`src/rtl/mm_pkg.sv`:
```
// Shared constants for the matrix multiply controller: address map, CTRL bits, FSM states.
// Pure declarations; no logic, no latency, no flow control.
package mm_pkg;

   localparam int BITS_DEF  = 8;
   localparam int SIZE_DEF  = 4;
   localparam int OUT_W_DEF = 2 * BITS_DEF + $clog2(SIZE_DEF);

   localparam logic [4:0] ADDR_A_BASE = 5'h00;
   localparam logic [4:0] ADDR_B_BASE = 5'h04;
   localparam logic [4:0] ADDR_CTRL   = 5'h08;
   localparam logic [4:0] ADDR_STATUS = 5'h09;
   localparam logic [4:0] ADDR_C_BASE = 5'h10;

   localparam int CTRL_START    = 0;
   localparam int CTRL_CLR_DONE = 1;
   localparam int CTRL_IRQ_EN   = 2;

   typedef enum logic [1:0] {
      ST_IDLE  = 2'd0,
      ST_RUN   = 2'd1,
      ST_DRAIN = 2'd2,
      ST_DONE  = 2'd3
   } state_t;

endpackage

```
`src/rtl/dot4_pipe.sv`:
```
// Unsigned dot product of two packed SIZE-lane vectors; purely combinational.
// Zero latency (the parent registers operands and result); no flow control.
module dot4_pipe #(
   parameter int BITS  = 8,
   parameter int SIZE  = 4,
   parameter int OUT_W = 18
) (
   input  logic [BITS*SIZE-1:0] op_a,
   input  logic [BITS*SIZE-1:0] op_b,
   output logic [OUT_W-1:0]     dot
);

   always_comb begin
      dot = '0;
      for (int k = 0; k < SIZE; k++) begin
         dot = dot + OUT_W'(op_a[k*BITS +: BITS]) * OUT_W'(op_b[k*BITS +: BITS]);
      end
   end

endmodule

```
`src/rtl/matrix_mult_ctrl.sv`:
```
// Avalon-MM slave computing C = A x B (4x4) over one shared dot-product lane; 17 cycles START to done.
// 1-cycle registered read latency; no waitrequest, A/B/START writes are dropped while busy.
module matrix_mult_ctrl
   import mm_pkg::*;
#(
   parameter int BITS = BITS_DEF,
   parameter int SIZE = SIZE_DEF
) (
   input  logic        _CLK,
   input  logic        _RST_N,
   input  logic        _CS,
   input  logic        _WRITE_DATA,
   input  logic        _READ_DATA,
   input  logic [4:0]  _ADDR,
   input  logic [31:0] _DATA_IN,
   output logic [31:0] DATA_OUT_,
   output logic        IRQ_
);

   localparam int OUT_W = 2 * BITS + $clog2(SIZE);
   localparam int W     = BITS * SIZE;
   localparam int N     = SIZE * SIZE;

   state_t            state_q, state_d;
   logic [3:0]        idx_q, idx_d;
   logic [3:0]        widx_q, widx_d;
   logic              valid_q, valid_d;
   logic              done_q, done_d;
   logic              irq_en_q, irq_en_d;
   logic [31:0]       rdata_q, rdata_d;
   logic [W-1:0]      op_a_q, op_a_d;
   logic [W-1:0]      op_b_q, op_b_d;
   logic [W-1:0]      a_q [SIZE];
   logic [W-1:0]      a_d [SIZE];
   logic [W-1:0]      b_q [SIZE];
   logic [W-1:0]      b_d [SIZE];
   logic [OUT_W-1:0]  c_q [N];
   logic [OUT_W-1:0]  c_d [N];
   logic [OUT_W-1:0]  dot;

   logic bus_wr, bus_rd, busy, start;

   dot4_pipe #(
      .BITS  (BITS),
      .SIZE  (SIZE),
      .OUT_W (OUT_W)
   ) u_dot (
      .op_a (op_a_q),
      .op_b (op_b_q),
      .dot  (dot)
   );

   assign bus_wr = _CS & _WRITE_DATA;
   assign bus_rd = _CS & _READ_DATA & ~_WRITE_DATA;
   assign busy   = (state_q == ST_RUN) || (state_q == ST_DRAIN);
   assign start  = bus_wr && (_ADDR == ADDR_CTRL) && _DATA_IN[CTRL_START] && !busy;

   always_comb begin
      state_d  = state_q;
      idx_d    = idx_q;
      widx_d   = widx_q;
      valid_d  = valid_q;
      done_d   = done_q;
      irq_en_d = irq_en_q;
      rdata_d  = rdata_q;
      op_a_d   = op_a_q;
      op_b_d   = op_b_q;
      a_d      = a_q;
      b_d      = b_q;
      c_d      = c_q;

      if (bus_wr && !busy && (_ADDR[4:2] == ADDR_A_BASE[4:2])) a_d[_ADDR[1:0]] = _DATA_IN;
      if (bus_wr && !busy && (_ADDR[4:2] == ADDR_B_BASE[4:2])) b_d[_ADDR[1:0]] = _DATA_IN;

      if (bus_wr && (_ADDR == ADDR_CTRL)) begin
         irq_en_d = _DATA_IN[CTRL_IRQ_EN];
         if (_DATA_IN[CTRL_CLR_DONE]) done_d = 1'b0;
      end

      // Result of the operands loaded on the previous edge lands here.
      if (valid_q) c_d[widx_q] = dot;

      case (state_q)
         ST_IDLE, ST_DONE: begin
            if (start) begin
               idx_d   = '0;
               done_d  = 1'b0;
               state_d = ST_RUN;
            end
         end
         ST_RUN: begin
            op_a_d = a_q[idx_q[3:2]];
            for (int k = 0; k < SIZE; k++) begin
               op_b_d[k*BITS +: BITS] = b_q[k][idx_q[1:0]*BITS +: BITS];
            end
            valid_d = 1'b1;
            widx_d  = idx_q;
            idx_d   = idx_q + 4'd1;
            if (idx_q == 4'd15) state_d = ST_DRAIN;
         end
         ST_DRAIN: begin
            valid_d = 1'b0;
            done_d  = 1'b1;
            state_d = ST_DONE;
         end
         default: state_d = ST_IDLE;
      endcase

      if (bus_rd) begin
         if (_ADDR[4]) begin
            rdata_d = 32'(c_q[_ADDR[3:0]]);
         end else if (_ADDR[4:2] == ADDR_A_BASE[4:2]) begin
            rdata_d = a_q[_ADDR[1:0]];
         end else if (_ADDR[4:2] == ADDR_B_BASE[4:2]) begin
            rdata_d = b_q[_ADDR[1:0]];
         end else if (_ADDR == ADDR_CTRL) begin
            rdata_d = {29'b0, irq_en_q, 2'b0};
         end else if (_ADDR == ADDR_STATUS) begin
            rdata_d = {30'b0, done_q, busy};
         end else begin
            rdata_d = '0;
         end
      end
   end

   always_ff @(posedge _CLK or negedge _RST_N) begin
      if (!_RST_N) begin
         state_q  <= ST_IDLE;
         idx_q    <= '0;
         widx_q   <= '0;
         valid_q  <= 1'b0;
         done_q   <= 1'b0;
         irq_en_q <= 1'b0;
         rdata_q  <= '0;
         op_a_q   <= '0;
         op_b_q   <= '0;
         for (int i = 0; i < SIZE; i++) begin
            a_q[i] <= '0;
            b_q[i] <= '0;
         end
         for (int i = 0; i < N; i++) c_q[i] <= '0;
      end else begin
         state_q  <= state_d;
         idx_q    <= idx_d;
         widx_q   <= widx_d;
         valid_q  <= valid_d;
         done_q   <= done_d;
         irq_en_q <= irq_en_d;
         rdata_q  <= rdata_d;
         op_a_q   <= op_a_d;
         op_b_q   <= op_b_d;
         a_q      <= a_d;
         b_q      <= b_d;
         c_q      <= c_d;
      end
   end

   assign DATA_OUT_ = rdata_q;
   assign IRQ_      = done_q & irq_en_q;

endmodule

```
`config.mk`:
```
export PLATFORM = sky130hd
export DESIGN_NAME = matrix_mult_ctrl
export DESIGN_NICKNAME = d
export VERILOG_FILES = /design/src/rtl/mm_pkg.sv /design/src/rtl/dot4_pipe.sv /design/src/rtl/matrix_mult_ctrl.sv
export SDC_FILE = /design/constraint.sdc
export NUM_CORES = 2
export LEC_CHECK = 0
export BUFFER_PORTS_ARGS = -buffer_cell sky130_fd_sc_hd__buf_2
export CORE_MARGIN = 2
export CORE_UTILIZATION = 38
export DETAILED_ROUTE_END_ITERATION = 10
export HOLD_SLACK_MARGIN = 0.1
export RECOVER_POWER = 25
export REMOVE_ABC_BUFFERS = 1
export SLEW_MARGIN = 20
export SYNTH_ARGS = -nofsm -noshare
export SYNTH_HDL_FRONTEND = slang
export SYNTH_SLANG_ARGS = --single-unit
```
`constraint.sdc`:
```
create_clock -name _CLK -period 24.8 [get_ports _CLK]
set_input_delay 2.48 -clock _CLK [delete_from_list [all_inputs] [get_ports _CLK]]
set_output_delay 2.48 -clock _CLK [all_outputs]
set_load 0.02 [all_outputs]
```
==> flow_metrics.env <==
export IMPL_wl_met3_mm=5.67
export IMPL_globalRoute_totalOverflow=0
export IMPL_critPathKind="input pin to async pin"
export IMPL_synth_most_common_cell="dfrtp_1"
export IMPL_timing_critical_path_buf_inv=3
export IMPL_die_y_um=327
export IMPL_synth_top_cell_area_share=0.412
export IMPL_area_growth_pct=10.4
export IMPL_highest_layer="met5"
export IMPL_final_fill_count=9660
export IMPL_cts_setup_buffers=0
export IMPL_maxCapViolations=5
export IMPL_cts_max_level=3
export IMPL_crit_slowest_cell="clkbuf_1"
export IMPL_fin_tns_setup_ps=0
export IMPL_wl_met2_mm=51.8
export IMPL_hp_class="register to register"
export IMPL_grt_setup_unrepaired="no"
export IMPL_netlist_area_um2=39700
export IMPL_ys_async_sr_fraction=1.00
export IMPL_dp_hpwl_mm=74.2
export IMPL_yosys_area_top_type="dfrtp_1"
export IMPL_max_stage_delay_ps=4400
export IMPL_met1Wirelength_mm=48.7
export IMPL_clockRootBuffer="clkbuf_16"
export IMPL_clk_path_buf_depth=3
export IMPL_synthFlopType="dfrtp_1"
export IMPL_first_iter_violations=1851
export IMPL_period_share=0.438
export IMPL_place_gp_congestion=0.867
export IMPL_cellPowerDensity_nw_per_um2=60.4
export IMPL_ff_latch_area_um2=16300
export IMPL_cts_tree="built"
export IMPL_critPathTopFamily="buffers and inverters"
export IMPL_grt_max_degree=170
export IMPL_p_leak_nw=20.4
export IMPL_cts_resized=0
export IMPL_grt_antenna_before_repair=8
export IMPL_multi_input_area_um2=21400
export IMPL_path_common_cell="clkbuf_1"
export IMPL_total_power_w=0.00264
export IMPL_violations="max-capacitance violations, max-slew violations"
export IMPL_tightest_slew_ps=6430
export IMPL_yosys_register_bits=653
export IMPL_path_cells="clkbuf_1 > clkbuf_1 > buf_4"
export IMPL_cts_buffers=75
export IMPL_die_x_um=327
export IMPL_viasPerCell=5.41
export IMPL_timing_final_hold_violations=0
export IMPL_setup_viol=0
export IMPL_ios=75
export IMPL_synthCells=3392
export IMPL_yosys_top_cells_count="dfrtp_1 (653), nand2_1 (517), mux2_2 (338)"
export IMPL_grt_usage=0.208
export IMPL_yosys_top_cells_area="dfrtp_1 (41%), mux4_2 (12%), fa_1 (11%), mux2_2 (9.6%), nand2_1 (4.9%)"
export IMPL_yosys_warnings=0
export IMPL_max_freq_mhz=92.1
export IMPL_clkSlewWorstSetupHoldPaths_ps=60
export IMPL_final_antenna_net_count=0
export IMPL_seq_area_frac_synth=0.412
export IMPL_layout_drive_gt1_share=0.238
export IMPL_crit_fanout=116
export IMPL_num_rows=118
export IMPL_die_area_um2=107000
export IMPL_dr_pass1_iters=5
export IMPL_required_ps=25420
export IMPL_cp_end_kind="async pin"
export IMPL_whs_ps=473
export IMPL_portBuffers=74
export IMPL_wl_mm=109
export IMPL_relSlewSlack=-3.29
export IMPL_synth_edf_count=0
export IMPL_finalCriticalPeriod_ps=10860
export IMPL_grt_pass1_wl_mm=169
export IMPL_yosysUniqueCellTypes=68
export IMPL_drv_slew=319
export IMPL_start_kind="input pin"
export IMPL_numClockSinks=653
export IMPL_initial_core_util=0.384
export IMPL_crit_arrival_ps=11480
export IMPL_status="finished with violations"
export IMPL_ir_drop_mv=0.0626
export IMPL_skew_ps=22.8
export IMPL_first_global_vias=26600
export IMPL_cts_hold_buffers=0
export IMPL_nets=3774
export IMPL_syn_avg_cell_area_um2=11.7
export IMPL_coreArea_um2=103000
export IMPL_wl_per_cell_um=22.7
export IMPL_drcViolationCount=0
export IMPL_clkLatencyLatePin_ps=640
export IMPL_vias=26100
[tightest hold or removal path: stages, from the launching register on]
cell     delay, ps
dfrtp_1        340
nand2_1         40
o21ai_0         60
[layout by cell type (no fill, tap or decap), types with 4 or more instances in the layout]
cell | Yosys | routed
dfrtp_1 | 653 | 650
nand2_1 | 517 | 508
mux2_2 | 338 | 338
inv_1 | 290 | 290
o21ai_0 | 261 | 261
mux4_2 | 218 | 218
fa_1 | 210 | 210
and2_1 | 154 | 153
ha_1 | 138 | 137
nor2_1 | 115 | 115
clkbuf_16 | 0 | 77
buf_2 | 55 | 71
a21oi_1 | 44 | 44
buf_4 | 5 | 40
nand3_1 | 31 | 30
mux2i_1 | 28 | 28
clkbuf_1 | 131 | 23
o211ai_1 | 20 | 20
a211oi_1 | 20 | 20
clkbuf_8 | 0 | 17
or4_1 | 16 | 16
or3_1 | 15 | 15
o22ai_1 | 13 | 13
clkinv_2 | 0 | 11
xnor2_1 | 10 | 10
xor2_1 | 13 | 10
nand2_2 | 1 | 10
nand2b_1 | 9 | 9
nor3_1 | 10 | 8
a21o_1 | 7 | 7
nor2b_1 | 5 | 4
nand3b_1 | 4 | 4
xor2_2 | 1 | 4
inv_6 | 0 | 4
[path summary, 6_finish.rpt]
check / start / depth (start not counted) / end / slack, ps
max: _RST_N / 3 / c_q[136] / 13940
min: c_q[77] / 2 / c_q[77] / 470
max reg2reg: op_b_q[10] / 27 / c_q[247] / 15610
min reg2reg: c_q[77] / 2 / c_q[77] / 470
max in group _CLK: op_b_q[10] / 27 / c_q[247] / 15610
min in group asynchronous: _RST_N / 1 / a_q[1] / 4250
[registers in the layout, indices dropped and copies added, names as in the netlist]
| signal | flops |
|---|---|
| DATA_OUT_ | 32 |
| done_q | 1 |
| op_a_q | 32 |
| idx_q | 4 |
| valid_q | 1 |
| op_b_q | 32 |
| irq_en_q | 1 |
| b_q | 128 |
| state_q | 2 |
| c_q | 288 |
| widx_q | 4 |
| a_q | 128 |
[power breakdown]
part | leakage [nW] | switching (W) | total, W | internal, W
sequential | 8.97 | 0.0000811 | 0.00123 | 0.00115
clock | 1.20 | 0.000460 | 0.00110 | 0.000644
combinational | 10.2 | 0.000160 | 0.000306 | 0.000147
[layer usage]
layer	GRT usage	up-vias
li1	-	11600
met4	0.0613	6
met3	0.0300	166
met5	0	-
met2	0.329	736
met1	0.298	13600
[final cells by class]
cell class / count / area share
multi-input cells: 2242 / 0.490
flip-flops and latches: 653 / 0.373
clock buffers: 112 / 0.0509
well taps: 1380 / 0.0394
inverters: 291 / 0.0250
repair buffers: 121 / 0.0175
clock inverters: 21 / 0.00457
diodes: 1 / 0.0000571
[cell families (layout without fill, tap and decap cells)]
kind of cell	count (synthesis)	in the layout	share of synthesized area
and+or+nand+nor	893	893	0.101
DFF	653	653	0.412
muxes	586	586	0.227
other	0	1	0
adders and majority gates	348	348	0.149
xor gates and xnor gates	24	24	0.00548
buffers and inverters	497	545	0.0497
AOI/OAI and AO/OA	391	391	0.0554
[through the flow]
step | cells | setup WS (ps) | cell area (um^2) | utilization
2_1_floorplan | 3186 | 16290 | 38800 | -
3_3_place_gp | 4686 | 15530 | 41400 | 0.400
3_5_place_dp | 4686 | 15470 | 41400 | 0.400
4_1_cts | 4819 | 15420 | 43800 | 0.423
5_1_grt | 4820 | 12080 | 43800 | 0.423
6_report | 4821 | 13940 | 43800 | 0.423
No activity file was read; power rests on OpenSTA's default activity.
